===== config.mk =====
export PLATFORM = sky130hd
export DESIGN_NAME = pe_carry_resolver
export DESIGN_NICKNAME = d
export VERILOG_FILES = /design/src/rtl/pe_carry_resolver_pkg.sv /design/src/rtl/pe_carry_resolver.sv
export SDC_FILE = /design/constraint.sdc
export NUM_CORES = 1
export LEC_CHECK = 0
export ABC_CLOCK_PERIOD_IN_PS = 8000
export CAP_MARGIN = 20
export CORE_ASPECT_RATIO = 1.5
export CORE_MARGIN = 2
export CORE_UTILIZATION = 55
export CTS_CLUSTER_SIZE = 14
export DETAILED_ROUTE_END_ITERATION = 10
export PLACE_DENSITY = 0.81
export SETUP_SLACK_MARGIN = 0.05
export SKIP_LAST_GASP = 1
export SYNTH_ARGS = -nofsm -noshare
export SYNTH_HDL_FRONTEND = slang
export SYNTH_SLANG_ARGS = --single-unit

===== constraint.sdc =====
create_clock -name clk -period 8 [get_ports clk]
set_input_delay 2.4 -clock clk [delete_from_list [all_inputs] [get_ports clk]]
set_output_delay 2.4 -clock clk [all_outputs]
set_load 0.005 [all_outputs]

===== src/rtl/pe_carry_resolver_pkg.sv =====
// Shared Montgomery datapath constants for the carry resolver.
package pe_carry_resolver_pkg;
  localparam int PE_K  = 16;
  localparam int PE_SW = 48;
  // Carry after a word nominally fits 2K bits; the rare extra top bit only appears on frame overflow.
  localparam int PE_FLUSH = (PE_SW - PE_K) / PE_K;

  typedef logic [PE_K-1:0] digit_t;
endpackage


===== src/rtl/pe_carry_resolver.sv =====
// Normalises the redundant PE partial-sum stream into canonical K-bit digits,
// then flushes the residual carry as FLUSH extra digits per frame.
module pe_carry_resolver
  import pe_carry_resolver_pkg::*;
#(
  parameter int K     = PE_K,
  parameter int SW    = PE_SW,
  parameter int FLUSH = PE_FLUSH,
  parameter int CNT_W = 8
) (
  input  logic             clk,
  input  logic             rst_n,
  input  logic             in_valid,
  output logic             in_ready,
  input  logic [SW-1:0]    in_s,
  input  logic             in_last,
  output logic             out_valid,
  input  logic             out_ready,
  output logic [K-1:0]     out_digit,
  output logic [CNT_W-1:0] out_idx,
  output logic             out_last,
  output logic             busy
);
  localparam int CW   = SW + 1 - K;
  localparam int AW   = SW + 1;
  localparam int FC_W = (FLUSH > 1) ? $clog2(FLUSH) : 1;

  typedef enum logic [1:0] {S_IDLE, S_RUN, S_FLUSH} state_t;

  state_t          state;
  logic [CW-1:0]   carry;
  logic [FC_W-1:0] fcnt;
  logic [AW-1:0]   acc;
  logic            adv;

  assign adv      = !out_valid || out_ready;
  assign in_ready = rst_n && adv && (state != S_FLUSH);
  assign busy     = (state != S_IDLE) || out_valid;
  // Carry is zero in IDLE (cleared by reset and by the final flush digit).
  assign acc      = {1'b0, in_s} + AW'(carry);

  always_ff @(posedge clk or negedge rst_n) begin
    if (!rst_n) begin
      state     <= S_IDLE;
      carry     <= '0;
      fcnt      <= '0;
      out_valid <= 1'b0;
      out_digit <= '0;
      out_idx   <= '0;
      out_last  <= 1'b0;
    end else if (adv) begin
      case (state)
        S_IDLE, S_RUN: begin
          if (in_valid) begin
            out_valid <= 1'b1;
            out_digit <= acc[K-1:0];
            out_idx   <= (state == S_IDLE) ? '0 : out_idx + CNT_W'(1);
            out_last  <= 1'b0;
            carry     <= acc[SW:K];
            fcnt      <= '0;
            state     <= in_last ? S_FLUSH : S_RUN;
          end else begin
            out_valid <= 1'b0;
          end
        end
        S_FLUSH: begin
          out_valid <= 1'b1;
          out_digit <= carry[K-1:0];
          out_idx   <= out_idx + CNT_W'(1);
          fcnt      <= fcnt + 1'b1;
          if (fcnt == FC_W'(FLUSH - 1)) begin
            out_last <= 1'b1;
            carry    <= '0;
            state    <= S_IDLE;
          end else begin
            out_last <= 1'b0;
            carry    <= carry >> K;
          end
        end
        default: state <= S_IDLE;
      endcase
    end
  end
endmodule


==> report_table.html, run 1 <==
<table>
<tr><th>Metric</th><th>Value</th></tr>
<tr><th colspan="2">Layout</th></tr>
<tr><td>Share of cells above drive strength 1</td><td>6.98%</td></tr>
<tr><td>P&amp;R area growth vs syn</td><td>24.8%</td></tr>
<tr><td>Total Nets Final</td><td>742</td></tr>
<tr><td>Diode insertion count for antenna repair</td><td>0</td></tr>
<tr><td>Final Instance Count excl. Fillers</td><td>766</td></tr>
<tr><th colspan="2">Worst setup path</th></tr>
<tr><td>Endpoint class of the critical path</td><td>primary output</td></tr>
<tr><td>RR Startpoint</td><td>carry[0]$_DFFE_PN0P_</td></tr>
<tr><td>Classification of the worst setup path</td><td>in -&gt; out</td></tr>
<tr><td>First element of the critical path</td><td>out_ready</td></tr>
<tr><td>Crit path launch type</td><td>primary input</td></tr>
<tr><td>Required time reported for the critical path endpoint</td><td>5600 ps</td></tr>
<tr><td>Largest delay contributor family on the critical path</td><td>buffers and inverters</td></tr>
<tr><td>Critical Path Fanout Max</td><td>3</td></tr>
<tr><td>Slack of the worst reg-to-reg path</td><td>4800 ps</td></tr>
<tr><td>Ordered list of cells on the worst path</td><td>clkdlybuf4s50_1 &gt; nand2b_1 &gt; and3_1 &gt; clkdlybuf4s50_1</td></tr>
<tr><td>Critical Path Max Stage Delay</td><td>510 ps</td></tr>
<tr><td>Most repeated library cell on the critical path</td><td>sky130_fd_sc_hd__clkdlybuf4s50_1</td></tr>
<tr><td>Slowest cell on crit path</td><td>sky130_fd_sc_hd__clkdlybuf4s50_1</td></tr>
<tr><td>Number of buffers and inverters on the critical path</td><td>2</td></tr>
<tr><td>Critical Path AT</td><td>3690 ps</td></tr>
<tr><th colspan="2">Logic synthesis</th></tr>
<tr><td>Synth area leader</td><td>sky130_fd_sc_hd__dfrtp_1</td></tr>
<tr><td>Proportion of register bits with asynchronous set or reset after synthesis</td><td>100%</td></tr>
<tr><td>Mean Syn Cell Area</td><td>8.22 sq um</td></tr>
<tr><td>Total of flip-flops plus latches after synthesis</td><td>62</td></tr>
<tr><td>Multiplexer share of the synthesized area</td><td>0.209%</td></tr>
<tr><td>Cell variety after synth</td><td>67</td></tr>
<tr><td>Simple logic cell fraction of the synthesized area</td><td>20.7%</td></tr>
<tr><td>Commonest register cell after synthesis</td><td>sky130_fd_sc_hd__dfrtp_1</td></tr>
<tr><td>Adder-cell share of the synthesized area</td><td>9.30%</td></tr>
<tr><td>Synth top cells by count</td><td>79 x sky130_fd_sc_hd__nand2_1, 62 x sky130_fd_sc_hd__a21oi_1, 62 x sky130_fd_sc_hd__dfrtp_1, 57 x sky130_fd_sc_hd__nor2_1, 34 x sky130_fd_sc_hd__ha_1</td></tr>
<tr><td>Fraction of post-synthesis cell area in the top cell type by area</td><td>32.4%</td></tr>
<tr><td>Xor/xnor cell area share of the yosys netlist</td><td>9.14%</td></tr>
<tr><td>Number of enable flip-flop cells after synthesis</td><td>0</td></tr>
<tr><td>Post-Syn Nets</td><td>671</td></tr>
<tr><td>Synth Cell Area</td><td>4790 sq um</td></tr>
<tr><td>Seq/Total Area, Yosys</td><td>32.4%</td></tr>
<tr><td>Largest cells by area after synthesis</td><td>sky130_fd_sc_hd__dfrtp_1 32%, sky130_fd_sc_hd__ha_1 8.9%, sky130_fd_sc_hd__a21oi_1 6.5%</td></tr>
<tr><td>Gate count after technology mapping</td><td>583</td></tr>
<tr><td>Synth Warn #</td><td>0</td></tr>
<tr><td>Compound-gate portion of the synthesized area</td><td>25.4%</td></tr>
<tr><td>Library cell with the highest instance count after synthesis</td><td>sky130_fd_sc_hd__nand2_1</td></tr>
<tr><td>Largest family of logic cells by synthesized area</td><td>compound AO/OA/AOI/OAI gates</td></tr>
<tr><th colspan="2">Detailed routing</th></tr>
<tr><td>Detailed Routing Iterations Pass 1</td><td>5</td></tr>
<tr><td>DR WL/cell</td><td>17.9 um</td></tr>
<tr><td>Number of vias per cell</td><td>6.07</td></tr>
<tr><td>ANT nets after route</td><td>0</td></tr>
<tr><td>Initial DRC count</td><td>215</td></tr>
<tr><td>Post-detailed-routing wire length</td><td>13,700 um</td></tr>
<tr><td>Number of design rule violations left after detail routing</td><td>0</td></tr>
<tr><td>Total number of vias</td><td>4,646</td></tr>
<tr><th colspan="2">Clock tree</th></tr>
<tr><td>Resized Gates After CTS</td><td>0</td></tr>
<tr><td>Number of CTS-inserted buffers</td><td>9</td></tr>
<tr><td>Clock slew at the register clock pins of the worst setup and hold paths</td><td>60 ps</td></tr>
<tr><td>Sink Count</td><td>62</td></tr>
<tr><td>Clock insertion delay at the later pin of the skew report</td><td>330 ps</td></tr>
<tr><td>Number of buffers on the longest clock path</td><td>2</td></tr>
<tr><td>CTS tree</td><td>built</td></tr>
<tr><td>Number of setup buffers added after CTS</td><td>0</td></tr>
<tr><td>Number of hold buffers added after cts</td><td>0</td></tr>
<tr><td>CTS root buf</td><td>sky130_fd_sc_hd__clkbuf_16</td></tr>
<tr><td>Depth of the CTS H-tree</td><td>3</td></tr>
<tr><th colspan="2">STA</th></tr>
<tr><td>Pins over their slew limit</td><td>0</td></tr>
<tr><td>Final hold violations</td><td>0</td></tr>
<tr><td>Max Fclk</td><td>164 MHz</td></tr>
<tr><td>RSZ-0062 raised after global routing</td><td>no</td></tr>
<tr><td>Worst max-slew margin expressed relative to the limit</td><td>37.4%</td></tr>
<tr><td>Worst slew pin tran</td><td>935 ps</td></tr>
<tr><td>Min Clock Period, post-route</td><td>6090 ps</td></tr>
<tr><td>Setup violations, final</td><td>0</td></tr>
<tr><td>Period utilisation layout</td><td>76.1%</td></tr>
<tr><td>Final worst hold slack</td><td>473 ps</td></tr>
<tr><td>Sum Neg Setup Slack</td><td>0 ps</td></tr>
<tr><td>Clk_skew</td><td>5.40 ps</td></tr>
<tr><th colspan="2">Placed design</th></tr>
<tr><td>HPWL after DPL</td><td>10,400 um</td></tr>
<tr><td>Global placement routability congestion</td><td>0.975</td></tr>
<tr><td>Number of port buffers</td><td>80</td></tr>
<tr><td>Placed insts</td><td>750</td></tr>
<tr><th colspan="2">Global routing</th></tr>
<tr><td>Global route total overflow</td><td>0</td></tr>
<tr><td>GRT Overall Usage</td><td>29.6%</td></tr>
<tr><td>Pin count of the biggest net entering global routing</td><td>63</td></tr>
<tr><td>Wire length of the first global-routing pass</td><td>22,000 um</td></tr>
<tr><td>Initial antenna violation count</td><td>0</td></tr>
<tr><td>Vias in the first global route</td><td>4,621</td></tr>
<tr><th colspan="2">Min path</th></tr>
<tr><td>Worst hold start</td><td>out_digit[3]$_DFFE_PN0P_</td></tr>
<tr><td>Class of the most critical hold timing path</td><td>reg -&gt; reg</td></tr>
<tr><th colspan="2">Die</th></tr>
<tr><td>Row count</td><td>41</td></tr>
<tr><td>Die extent in y</td><td>118 um</td></tr>
<tr><td>Width of the die</td><td>80.2 um</td></tr>
<tr><td>Total I/O pin count</td><td>81</td></tr>
<tr><td>Effective utilization at floorplan</td><td>56.9%</td></tr>
<tr><td>Area of the placeable core</td><td>8410 sq um</td></tr>
<tr><td>Total die area</td><td>9490 sq um</td></tr>
<tr><th colspan="2">Power</th></tr>
<tr><td>Pwr/cell area</td><td>399 nW/um^2</td></tr>
<tr><td>Max VDD drop</td><td>0.000178 V</td></tr>
<tr><td>Leak Pwr</td><td>0.00262 uW</td></tr>
<tr><th colspan="2">Status</th></tr>
<tr><td>Result of the run</td><td>finished clean</td></tr>
<tr><th colspan="2">Run</th></tr>
<tr><td># Max-Cap Violations</td><td>0</td></tr>
</table>
## sequential cells by signal, summed over array words and instances, names as in the netlist
signal	count
carry	33
out_digit	16
out_idx	8
state	2
fcnt	1
out_last	1
out_valid	1
## metrics by stage
stage / area, sq um / setup WS [ps] / power (uW) / utilization [%]
floorplan: 4790 / 2870 / 1520 / -
global placement: 5650 / 1950 / 1910 / 67.2
detailed placement: 5650 / 1910 / 1940 / 67.2
CTS: 5980 / 1910 / 2380 / 71.1
global route: 5980 / 1860 / 2560 / 71.1
finish: 5980 / 1910 / 2390 / 71.1
## cell usage in the layout, fill, tap and decap left out, drive strengths merged, types with 12 or more instances in the layout
cell type | synthesis | routed
nor2 | 58 | 58
a21o | 18 | 18
a21oi | 63 | 63
xnor2 | 19 | 19
nand3 | 20 | 20
and3 | 14 | 14
a31oi | 12 | 12
clkdlybuf4s50 | 0 | 79
nand2 | 80 | 80
nand4 | 12 | 12
dfrtp | 62 | 62
ha | 34 | 34
o21ai | 48 | 48
xor2 | 31 | 31
## routing by layer
layer	global-route usage, %	wire length (um)
met1	32.3	5120
met2	52.6	7100
met3	4.58	661
met4	17.4	798
met5	0	0
## logic make-up (layout without fill, tap and decap cells)
logic type / after synthesis / count (layout)
mux: 1 / 1
flops: 62 / 62
simple gates: 214 / 214
compound gates: 187 / 187
xor+xnor: 50 / 50
buf+inv: 34 / 110
fa+ha+maj: 35 / 35
## worst register-to-register path, cell delays in order (launching register included)
cell and delay (ps):
sky130_fd_sc_hd__dfrtp_1 380, sky130_fd_sc_hd__ha_1 190, sky130_fd_sc_hd__inv_1 60, sky130_fd_sc_hd__fa_1 380, sky130_fd_sc_hd__and2b_1 260, sky130_fd_sc_hd__o211ai_2 110, sky130_fd_sc_hd__a311oi_2 450, sky130_fd_sc_hd__a31oi_1 240
sky130_fd_sc_hd__o21ai_2 290, sky130_fd_sc_hd__a41o_2 340, sky130_fd_sc_hd__nand2_2 100, sky130_fd_sc_hd__o41ai_2 310
## report_power, final
part           total [uW]  switching, uW  internal, uW
sequential            601            149           452
combinational        1360            773           586
clock                 425            151           274
## area by class of cell
cell class                      instances  area [sq um]
Fill cell                             683          2430
Inverter                                9          33.8
Clock buffer                            9           225
Tap cell                              107           134
Multi-Input combinational cell        487          3100
Sequential cell                        62          1550
Clock inverter                          7          98.8
Timing Repair Buffer                   85           833
## worst paths after layout
kind	to	depth (start not counted)
worst max-delay path	in_ready	4
worst min-delay path	out_digit[3]$_DFFE_PN0P_	2
worst max register to register	carry[32]$_DFFE_PN0P_	11
worst min register to register	out_digit[3]$_DFFE_PN0P_	2
max in group asynchronous	carry[15]$_DFFE_PN0P_	2
min in group asynchronous	out_digit[14]$_DFFE_PN0P_	2
(Power assumes the default switching activity.)
==> run 2, diff against run 1 <==
--- a/config.mk
+++ b/config.mk
@@ -5,14 +5,14 @@
 export SDC_FILE = /design/constraint.sdc
 export NUM_CORES = 1
 export LEC_CHECK = 0
-export ABC_CLOCK_PERIOD_IN_PS = 8000
+export ABC_CLOCK_PERIOD_IN_PS = 5350
 export CAP_MARGIN = 20
 export CORE_ASPECT_RATIO = 1.5
 export CORE_MARGIN = 2
-export CORE_UTILIZATION = 55
+export CORE_UTILIZATION = 49
 export CTS_CLUSTER_SIZE = 14
 export DETAILED_ROUTE_END_ITERATION = 10
-export PLACE_DENSITY = 0.81
+export PLACE_DENSITY = 0.77
 export SETUP_SLACK_MARGIN = 0.05
 export SKIP_LAST_GASP = 1
 export SYNTH_ARGS = -nofsm -noshare
==> constraint.sdc (replaced) <==
create_clock -name clk -period 5.35 [get_ports clk]
set_input_delay 1.605 -clock clk [delete_from_list [all_inputs] [get_ports clk]]
set_output_delay 1.605 -clock clk [all_outputs]
set_load 0.005 [all_outputs]
==> run 2 against run 1 <==
Against the previous run: wire length is 2.5% higher; die area up 12%; critical endpoint is now carry[6]$_DFFE_PN0P_; sequential share of layout area down 0.12 points; clock-buffer cell count increased by 2; largest cell class unchanged; non-clock buffer count shrank 1.
==> report_table.html, run 2 (synthesis results as in run 1) <==
<table>
<tr><th>Metric</th><th>Value</th></tr>
<tr><th colspan="2">Layout</th></tr>
<tr><td>Largest registers</td><td>carry: 33 flops, out_digit: 16 flops, out_idx: 8 flops</td></tr>
<tr><td>Largest Register</td><td>carry</td></tr>
<tr><td>Post-route standard cell area excluding fillers</td><td>6010 sq um (+0.46%)</td></tr>
<tr><td>Total Nets Final</td><td>741 (-0.13%)</td></tr>
<tr><td>Flip-flop count of the largest register, all copies and words added</td><td>33 (unchanged)</td></tr>
<tr><td>Most frequent cells in the layout</td><td>79 x sky130_fd_sc_hd__nand2_1, 79 x sky130_fd_sc_hd__clkdlybuf4s50_1, 62 x sky130_fd_sc_hd__dfrtp_1, 61 x sky130_fd_sc_hd__a21oi_1, 57 x sky130_fd_sc_hd__nor2_1</td></tr>
<tr><td>Final Instance Count excl. Fillers</td><td>773 (+0.91%)</td></tr>
<tr><td>Seq. cell area</td><td>1550 sq um (unchanged)</td></tr>
<tr><td>Utilization of the core after routing</td><td>62.7% (-8.4 points)</td></tr>
<tr><td>Share of cells above drive strength 1</td><td>6.69% (-0.29 points)</td></tr>
<tr><td>Area of the multi-input gates</td><td>3100 sq um (unchanged)</td></tr>
<tr><td>Final-layout fill cell count</td><td>840 (+23%)</td></tr>
<tr><td>Diode insertion count for antenna repair</td><td>0 (unchanged)</td></tr>
<tr><td>P&amp;R area growth vs syn</td><td>25.4%</td></tr>
<tr><th colspan="2">STA</th></tr>
<tr><td>Worst max-slew margin expressed relative to the limit</td><td>33.0% (-4.4 points)</td></tr>
<tr><td>Min Clock Period, post-route</td><td>4510 ps</td></tr>
<tr><td>Worst slew pin tran</td><td>1000 ps (+67.2 ps)</td></tr>
<tr><td>Setup violations, final</td><td>0 (unchanged)</td></tr>
<tr><td>Clk_skew</td><td>4.86 ps (-0.533 ps)</td></tr>
<tr><td>Pins over their slew limit</td><td>0 (unchanged)</td></tr>
<tr><td>Worst-case setup margin in the final layout</td><td>836 ps (-1070 ps)</td></tr>
<tr><td>Period utilisation layout</td><td>84.4%</td></tr>
<tr><td>RSZ-0062 raised after global routing</td><td>no</td></tr>
<tr><td>Final hold violations</td><td>0 (unchanged)</td></tr>
<tr><td>Sum Neg Setup Slack</td><td>0 ps (unchanged)</td></tr>
<tr><td>Max Fclk</td><td>222 MHz</td></tr>
<tr><th colspan="2">Clock tree</th></tr>
<tr><td>Resized Gates After CTS</td><td>0 (unchanged)</td></tr>
<tr><td>Number of setup buffers added after CTS</td><td>0 (unchanged)</td></tr>
<tr><td>Clock insertion delay at the later pin of the skew report</td><td>340 ps (about the same)</td></tr>
<tr><td>CTS root buf</td><td>sky130_fd_sc_hd__clkbuf_16</td></tr>
<tr><td>Clock slew at the register clock pins of the worst setup and hold paths</td><td>60 ps (about the same)</td></tr>
<tr><td>Number of CTS-inserted buffers</td><td>9 (unchanged)</td></tr>
<tr><td>Number of buffers on the longest clock path</td><td>2 (unchanged)</td></tr>
<tr><td>Number of hold buffers added after cts</td><td>0 (unchanged)</td></tr>
<tr><td>CTS tree</td><td>built</td></tr>
<tr><td>Depth of the CTS H-tree</td><td>3 (unchanged)</td></tr>
<tr><td>Sink Count</td><td>62 (unchanged)</td></tr>
<tr><th colspan="2">Worst setup path</th></tr>
<tr><td>Endpoint class of the critical path</td><td>register</td></tr>
<tr><td>Number of buffers and inverters on the critical path</td><td>2 (unchanged)</td></tr>
<tr><td>Slack of the worst reg-to-reg path</td><td>2190 ps (-2610 ps)</td></tr>
<tr><td>Termination of the worst setup path</td><td>carry[6]$_DFFE_PN0P_</td></tr>
<tr><td>Classification of the worst setup path</td><td>in -&gt; reg</td></tr>
<tr><td>Critical Path Max Stage Delay</td><td>470 ps (-40 ps)</td></tr>
<tr><td>RR Startpoint</td><td>carry[0]$_DFFE_PN0P_</td></tr>
<tr><td>Required time reported for the critical path endpoint</td><td>5560 ps (-40 ps)</td></tr>
<tr><td>Critical Path Fanout Max</td><td>4 (+1)</td></tr>
<tr><td>Critical path depth in cells</td><td>13 (+9)</td></tr>
<tr><td>Ordered list of cells on the worst path</td><td>clkdlybuf4s50_1 &gt; ha_1 &gt; inv_1 &gt; fa_1 &gt; and2b_1 &gt; o211ai_2 &gt; a311oi_2 &gt; a311oi_2 &gt; o221a_2 &gt; o21ai_1 &gt; xor2_1 &gt; a221oi_1 &gt; nor2_1</td></tr>
<tr><td>Largest delay contributor family on the critical path</td><td>compound AO/OA/AOI/OAI gates</td></tr>
<tr><td>Crit path launch type</td><td>primary input</td></tr>
<tr><td>Most repeated library cell on the critical path</td><td>sky130_fd_sc_hd__a311oi_2</td></tr>
<tr><td>FF-to-FF End</td><td>carry[6]$_DFFE_PN0P_</td></tr>
<tr><td>Slowest cell on crit path</td><td>sky130_fd_sc_hd__clkdlybuf4s50_1</td></tr>
<tr><td>Critical Path AT</td><td>4730 ps (+1040 ps)</td></tr>
<tr><td>First element of the critical path</td><td>in_s[0]</td></tr>
<tr><td>R2R cell count</td><td>12 (+1)</td></tr>
<tr><th colspan="2">Detailed routing</th></tr>
<tr><td>Initial DRC count</td><td>204 (-5.1%)</td></tr>
<tr><td>DR WL/cell</td><td>18.1 um (+1.6%)</td></tr>
<tr><td>Detailed Routing Iterations Pass 1</td><td>5 (unchanged)</td></tr>
<tr><td>Post-detailed-routing wire length</td><td>14,000 um (+2.5%)</td></tr>
<tr><td>ANT nets after route</td><td>0 (unchanged)</td></tr>
<tr><td>Total number of vias</td><td>4,694 (+1.0%)</td></tr>
<tr><td>Number of design rule violations left after detail routing</td><td>0 (unchanged)</td></tr>
<tr><td>Number of vias per cell</td><td>6.07 (+0.12%)</td></tr>
<tr><th colspan="2">Placed design</th></tr>
<tr><td>HPWL after DPL</td><td>10,700 um (+2.3%)</td></tr>
<tr><td>Global placement routability congestion</td><td>0.983 (+0.81%)</td></tr>
<tr><td>Placed standard-cell area</td><td>5660 sq um (about the same)</td></tr>
<tr><td>Minimum setup slack after placement</td><td>540 ps (-1370 ps)</td></tr>
<tr><td>Number of port buffers</td><td>80 (unchanged)</td></tr>
<tr><td>Placed insts</td><td>757 (+0.93%)</td></tr>
<tr><th colspan="2">Die</th></tr>
<tr><td>Width of the die</td><td>84.7 um (+5.6%)</td></tr>
<tr><td>Area of the placeable core</td><td>9580 sq um (+14%)</td></tr>
<tr><td>Total I/O pin count</td><td>81 (unchanged)</td></tr>
<tr><td>Die extent in y</td><td>125 um (+5.7%)</td></tr>
<tr><td>Effective utilization at floorplan</td><td>50.0% (-6.9 points)</td></tr>
<tr><td>Row count</td><td>44 (+7.3%)</td></tr>
<tr><td>Total die area</td><td>10,600 sq um (+12%)</td></tr>
<tr><th colspan="2">Global routing</th></tr>
<tr><td>Pin count of the biggest net entering global routing</td><td>63 (unchanged)</td></tr>
<tr><td>Wire length of the first global-routing pass</td><td>23,300 um (+5.8%)</td></tr>
<tr><td>GRT Overall Usage</td><td>27.7% (-2.0 points)</td></tr>
<tr><td>Global route total overflow</td><td>0 (unchanged)</td></tr>
<tr><td>Initial antenna violation count</td><td>0 (unchanged)</td></tr>
<tr><td>Vias in the first global route</td><td>4,765 (+3.1%)</td></tr>
<tr><th colspan="2">Status</th></tr>
<tr><td>Result of the run</td><td>finished clean</td></tr>
<tr><th colspan="2">Power</th></tr>
<tr><td>Leak Pwr</td><td>0.00263 uW (+0.22%)</td></tr>
<tr><td>Max VDD drop</td><td>0.000312 V (+76%)</td></tr>
<tr><td>Pwr/cell area</td><td>606 nW/um^2 (+52%)</td></tr>
<tr><th colspan="2">Min path</th></tr>
<tr><td>Class of the most critical hold timing path</td><td>reg -&gt; reg</td></tr>
<tr><th colspan="2">Run</th></tr>
<tr><td># Max-Cap Violations</td><td>0 (unchanged)</td></tr>
</table>
[run 2: cell type report]
type	instances	share of cell area, %
clock buffers	11	4.04
multi-input cells	487	51.6
flip-flops and latches	62	25.8
repair buffers	84	13.8
inverters	9	0.563
well taps	115	2.40
clock inverters	5	1.77
[run 2: power breakdown]
part / internal [uW] / leakage (uW) / switching [uW]
combinational: 875 / 0.00169 / 1170
sequential: 676 / 0.000765 / 227
clock: 468 / 0.000166 / 219
[run 2: worst min-delay path by stage]
stage | start | to | slack, ps | depth (start not counted)
after floorplan | carry[32]$_DFFE_PN0P_ | carry[32]$_DFFE_PN0P_ | 470 | 2
after CTS | out_digit[4]$_DFFE_PN0P_ | out_digit[4]$_DFFE_PN0P_ | 480 | 2
after detailed placement | out_digit[4]$_DFFE_PN0P_ | out_digit[4]$_DFFE_PN0P_ | 470 | 2
final | out_digit[4]$_DFFE_PN0P_ | out_digit[4]$_DFFE_PN0P_ | 470 | 2
after global routing | out_digit[7]$_DFFE_PN0P_ | out_digit[7]$_DFFE_PN0P_ | 520 | 2
after global placement | out_digit[8]$_DFFE_PN0P_ | out_digit[8]$_DFFE_PN0P_ | 460 | 2
[run 2: routing by layer]
| layer | wire length (um) | GRT usage [%] |
|---|---|---|
| met3 | 648 | 5.02 |
| met2 | 7240 | 49.1 |
| met1 | 5270 | 30.0 |
| met5 | 0 | 0 |
| met4 | 853 | 16.8 |
[run 2: worst min-delay path, cell delays in order (launching register included)]
cell                      delay, ps
sky130_fd_sc_hd__dfrtp_1        340
sky130_fd_sc_hd__nand2_1         40
sky130_fd_sc_hd__o21ai_0         60
[run 2: metrics by stage]
| step | power [uW] | hold WS [ps] |
|---|---|---|
| after CTS | 3620 | 481 |
| after global routing | 3920 | 516 |
| after global placement | 2870 | 463 |
| final | 3640 | 474 |
| after floorplan | 2270 | 467 |
| after detailed placement | 2920 | 469 |
==> run 3, diff against run 2 <==
--- a/config.mk
+++ b/config.mk
@@ -5,14 +5,14 @@
 export SDC_FILE = /design/constraint.sdc
 export NUM_CORES = 1
 export LEC_CHECK = 0
-export ABC_CLOCK_PERIOD_IN_PS = 5350
+export ABC_CLOCK_PERIOD_IN_PS = 4700
 export CAP_MARGIN = 20
 export CORE_ASPECT_RATIO = 1.5
 export CORE_MARGIN = 2
-export CORE_UTILIZATION = 49
+export CORE_UTILIZATION = 54
 export CTS_CLUSTER_SIZE = 14
 export DETAILED_ROUTE_END_ITERATION = 10
-export PLACE_DENSITY = 0.77
+export PLACE_DENSITY = 0.8
 export SETUP_SLACK_MARGIN = 0.05
 export SKIP_LAST_GASP = 1
 export SYNTH_ARGS = -nofsm -noshare
==> constraint.sdc (replaced) <==
create_clock -name clk -period 4.7 [get_ports clk]
set_input_delay 1.41 -clock clk [delete_from_list [all_inputs] [get_ports clk]]
set_output_delay 1.41 -clock clk [all_outputs]
set_load 0.005 [all_outputs]
==> run 3 against run 2 <==
Against the previous run: first-iteration DRC count rose by 41%; die area fell by 8.9%; cell count fell by 0.13%; total power rose by 12%; critical endpoint is now carry[32]$_DFFE_PN0P_.
==> report_table.html, run 3 (synthesis results as in run 1) <==
<table>
<tr><th>Metric</th><th>Value</th></tr>
<tr><th colspan="2">STA</th></tr>
<tr><td>Sum Neg Setup Slack</td><td>0 ps (unchanged)</td></tr>
<tr><td>Final hold violations</td><td>0 (unchanged)</td></tr>
<tr><td>Min Clock Period, post-route</td><td>4250 ps</td></tr>
<tr><td>Worst-case setup margin in the final layout</td><td>453 ps (-383 ps)</td></tr>
<tr><td>Setup violations, final</td><td>0 (unchanged)</td></tr>
<tr><td>Clk_skew</td><td>5.49 ps (+0.631 ps)</td></tr>
<tr><td>RSZ-0062 raised after global routing</td><td>no</td></tr>
<tr><td>Period utilisation layout</td><td>90.4%</td></tr>
<tr><td>Worst slew pin tran</td><td>1040 ps (+40.2 ps)</td></tr>
<tr><td>Pins over their slew limit</td><td>0 (unchanged)</td></tr>
<tr><td>Max Fclk</td><td>235 MHz</td></tr>
<tr><td>Worst max-slew margin expressed relative to the limit</td><td>30.2% (-2.8 points)</td></tr>
<tr><th colspan="2">Layout</th></tr>
<tr><td>Largest registers</td><td>carry: 33 flops, out_digit: 16 flops, out_idx: 8 flops</td></tr>
<tr><td>Flip-flop count of the largest register, all copies and words added</td><td>33 (unchanged)</td></tr>
<tr><td>P&amp;R area growth vs syn</td><td>25.1%</td></tr>
<tr><td>Final Instance Count excl. Fillers</td><td>772 (-0.13%)</td></tr>
<tr><td>Largest Register</td><td>carry</td></tr>
<tr><td>Most frequent cells in the layout</td><td>79 x sky130_fd_sc_hd__nand2_1, 79 x sky130_fd_sc_hd__clkdlybuf4s50_1, 62 x sky130_fd_sc_hd__dfrtp_1, 61 x sky130_fd_sc_hd__a21oi_1, 57 x sky130_fd_sc_hd__nor2_1</td></tr>
<tr><td>Utilization of the core after routing</td><td>68.7% (+6.0 points)</td></tr>
<tr><td>Final-layout fill cell count</td><td>756 (-10%)</td></tr>
<tr><td>Seq. cell area</td><td>1550 sq um (unchanged)</td></tr>
<tr><td>Total Nets Final</td><td>745 (+0.54%)</td></tr>
<tr><td>Area of the multi-input gates</td><td>3100 sq um (unchanged)</td></tr>
<tr><td>Post-route standard cell area excluding fillers</td><td>5990 sq um (-0.27%)</td></tr>
<tr><td>Diode insertion count for antenna repair</td><td>0 (unchanged)</td></tr>
<tr><td>Share of cells above drive strength 1</td><td>7.40% (+0.71 points)</td></tr>
<tr><th colspan="2">Global routing</th></tr>
<tr><td>Initial antenna violation count</td><td>0 (unchanged)</td></tr>
<tr><td>GRT Overall Usage</td><td>31.3% (+3.6 points)</td></tr>
<tr><td>Wire length of the first global-routing pass</td><td>23,100 um (-1.1%)</td></tr>
<tr><td>Global route total overflow</td><td>0 (unchanged)</td></tr>
<tr><td>Pin count of the biggest net entering global routing</td><td>63 (unchanged)</td></tr>
<tr><td>Vias in the first global route</td><td>4,766 (+0.021%)</td></tr>
<tr><th colspan="2">Placed design</th></tr>
<tr><td>Placed insts</td><td>756 (-0.13%)</td></tr>
<tr><td>HPWL after DPL</td><td>10,800 um (+1.0%)</td></tr>
<tr><td>Minimum setup slack after placement</td><td>153 ps (-387 ps)</td></tr>
<tr><td>Number of port buffers</td><td>80 (unchanged)</td></tr>
<tr><td>Placed standard-cell area</td><td>5680 sq um (+0.42%)</td></tr>
<tr><td>Global placement routability congestion</td><td>0.992 (+0.87%)</td></tr>
<tr><th colspan="2">Worst setup path</th></tr>
<tr><td>R2R cell count</td><td>11 (-1)</td></tr>
<tr><td>Critical Path Max Stage Delay</td><td>470 ps (about the same)</td></tr>
<tr><td>Largest delay contributor family on the critical path</td><td>compound AO/OA/AOI/OAI gates</td></tr>
<tr><td>Slack of the worst reg-to-reg path</td><td>1570 ps (-620 ps)</td></tr>
<tr><td>Endpoint class of the critical path</td><td>register</td></tr>
<tr><td>Slowest cell on crit path</td><td>sky130_fd_sc_hd__a311oi_2</td></tr>
<tr><td>Critical Path Fanout Max</td><td>7 (+3)</td></tr>
<tr><td>Critical Path AT</td><td>4490 ps (-240 ps)</td></tr>
<tr><td>RR Startpoint</td><td>carry[0]$_DFFE_PN0P_</td></tr>
<tr><td>Crit path launch type</td><td>primary input</td></tr>
<tr><td>Number of buffers and inverters on the critical path</td><td>2 (unchanged)</td></tr>
<tr><td>FF-to-FF End</td><td>carry[32]$_DFFE_PN0P_</td></tr>
<tr><td>Ordered list of cells on the worst path</td><td>clkdlybuf4s50_1 &gt; ha_1 &gt; inv_1 &gt; fa_1 &gt; and2b_1 &gt; o211ai_2 &gt; a311oi_2 &gt; a31oi_1 &gt; o21ai_2 &gt; a41o_2 &gt; nand2_2 &gt; o41ai_2</td></tr>
<tr><td>Classification of the worst setup path</td><td>in -&gt; reg</td></tr>
<tr><td>Required time reported for the critical path endpoint</td><td>4940 ps (-620 ps)</td></tr>
<tr><th colspan="2">Die</th></tr>
<tr><td>Die extent in y</td><td>119 um (-4.6%)</td></tr>
<tr><td>Area of the placeable core</td><td>8720 sq um (-8.9%)</td></tr>
<tr><td>Total I/O pin count</td><td>81 (unchanged)</td></tr>
<tr><td>Effective utilization at floorplan</td><td>54.9% (+4.9 points)</td></tr>
<tr><td>Width of the die</td><td>80.9 um (-4.5%)</td></tr>
<tr><td>Total die area</td><td>9650 sq um (-8.9%)</td></tr>
<tr><td>Row count</td><td>42 (-4.5%)</td></tr>
<tr><th colspan="2">Clock tree</th></tr>
<tr><td>Number of setup buffers added after CTS</td><td>0 (unchanged)</td></tr>
<tr><td>Number of hold buffers added after cts</td><td>0 (unchanged)</td></tr>
<tr><td>Sink Count</td><td>62 (unchanged)</td></tr>
<tr><td>Depth of the CTS H-tree</td><td>3 (unchanged)</td></tr>
<tr><td>Resized Gates After CTS</td><td>0 (unchanged)</td></tr>
<tr><td>CTS root buf</td><td>sky130_fd_sc_hd__clkbuf_16</td></tr>
<tr><td>Clock slew at the register clock pins of the worst setup and hold paths</td><td>60 ps (about the same)</td></tr>
<tr><td>Clock insertion delay at the later pin of the skew report</td><td>340 ps (about the same)</td></tr>
<tr><td>Number of CTS-inserted buffers</td><td>9 (unchanged)</td></tr>
<tr><td>CTS tree</td><td>built</td></tr>
<tr><td>Number of buffers on the longest clock path</td><td>2 (unchanged)</td></tr>
<tr><th colspan="2">Detailed routing</th></tr>
<tr><td>Initial DRC count</td><td>287 (+41%)</td></tr>
<tr><td>ANT nets after route</td><td>0 (unchanged)</td></tr>
<tr><td>Number of vias per cell</td><td>6.13 (+0.94%)</td></tr>
<tr><td>Total number of vias</td><td>4,732 (+0.81%)</td></tr>
<tr><td>Number of design rule violations left after detail routing</td><td>0 (unchanged)</td></tr>
<tr><td>DR WL/cell</td><td>18.2 um (+0.53%)</td></tr>
<tr><td>Post-detailed-routing wire length</td><td>14,100 um (+0.40%)</td></tr>
<tr><td>Detailed Routing Iterations Pass 1</td><td>5 (unchanged)</td></tr>
<tr><th colspan="2">Min path</th></tr>
<tr><td>Class of the most critical hold timing path</td><td>reg -&gt; reg</td></tr>
<tr><td>Hold Path Stages</td><td>2 (unchanged)</td></tr>
<tr><td>Sink of the worst hold path</td><td>out_digit[4]$_DFFE_PN0P_</td></tr>
<tr><td>Worst hold start</td><td>out_digit[4]$_DFFE_PN0P_</td></tr>
<tr><th colspan="2">Power</th></tr>
<tr><td>Cell internal pwr</td><td>2210 uW (+9.4%)</td></tr>
<tr><td>Power spent charging and discharging nets</td><td>1870 uW (+15%)</td></tr>
<tr><td>Net switching fraction of the power</td><td>45.8% (+1.3 points)</td></tr>
<tr><td>Max VDD drop</td><td>0.000311 V (-0.39%)</td></tr>
<tr><td>Leak Pwr</td><td>0.00262 uW (-0.24%)</td></tr>
<tr><td>Combinational share of power</td><td>58.0% (+1.7 points)</td></tr>
<tr><td>Power share of the clock group</td><td>16.9% (-2.0 points)</td></tr>
<tr><td>Share of total power in sequential cells</td><td>25.1% (+0.3 points)</td></tr>
<tr><td>Pwr/cell area</td><td>680 nW/um^2 (+12%)</td></tr>
<tr><th colspan="2">Status</th></tr>
<tr><td>Result of the run</td><td>finished clean</td></tr>
<tr><th colspan="2">Run</th></tr>
<tr><td># Max-Cap Violations</td><td>0 (unchanged)</td></tr>
</table>
-- run 3: changes by cell type in the layout (fill, tap and decap cells not counted) --
cell / delta
sky130_fd_sc_hd__inv_6: +1
sky130_fd_sc_hd__bufinv_16: -2
sky130_fd_sc_hd__clkinvlp_4: +2
sky130_fd_sc_hd__clkbuf_1: -1
sky130_fd_sc_hd__buf_4: +4
-- run 3: worst max path at each step --
stage	start	endpoint	slack, ps	cells after the start
2_1_floorplan	in_s[0]	carry[6]$_DFFE_PN0P_	930	12
3_3_place_gp	in_s[0]	carry[6]$_DFFE_PN0P_	200	13
3_5_place_dp	in_s[0]	carry[32]$_DFFE_PN0P_	150	12
4_1_cts	in_s[0]	carry[32]$_DFFE_PN0P_	460	12
5_1_grt	in_s[0]	carry[24]$_DFFE_PN0P_	300	13
6_report	in_s[0]	carry[32]$_DFFE_PN0P_	450	12
-- run 3: power by group through the flow --
stage | combinational (uW) | sequential [uW] | clock, uW
2_1_floorplan | 1670 | 921 | 0
3_3_place_gp | 2280 | 1020 | 0
3_5_place_dp | 2330 | 1030 | 0
4_1_cts | 2350 | 1020 | 696
5_1_grt | 2620 | 1050 | 723
6_report | 2360 | 1020 | 687
-- run 3: metal layers --
layer	vias to the layer above	GRT usage [%]	part of all wire, %
met5	-	0	0
met4	0	20.7	6.5
li1	2263	-	-
met2	183	54.2	53
met1	2227	34.0	36
met3	59	4.92	4.6
-- run 3: cell type report --
class | instances | share of cell area, %
Clock buffer | 10 | 3.99
Tap cell | 110 | 2.30
Multi-Input combinational cell | 487 | 51.8
Clock inverter | 6 | 1.17
Sequential cell | 62 | 25.9
Timing Repair Buffer | 88 | 14.3
Inverter | 9 | 0.564
-- run 3: through the flow --
stage / hold WS [ps] / total power [uW]
2_1_floorplan: 467 / 2590
3_3_place_gp: 461 / 3290
3_5_place_dp: 470 / 3360
4_1_cts: 483 / 4060
5_1_grt: 508 / 4400
6_report: 481 / 4070
-- run 3: worst reg2reg max path: stages (launching register included) --
cell and delay, ps:
sky130_fd_sc_hd__dfrtp_1 390, sky130_fd_sc_hd__ha_1 190, sky130_fd_sc_hd__inv_1 60, sky130_fd_sc_hd__fa_1 370, sky130_fd_sc_hd__and2b_1 250, sky130_fd_sc_hd__o211ai_2 100, sky130_fd_sc_hd__a311oi_2 470, sky130_fd_sc_hd__a31oi_1 210
sky130_fd_sc_hd__o21ai_2 260, sky130_fd_sc_hd__a41o_2 320, sky130_fd_sc_hd__nand2_2 90, sky130_fd_sc_hd__o41ai_2 310
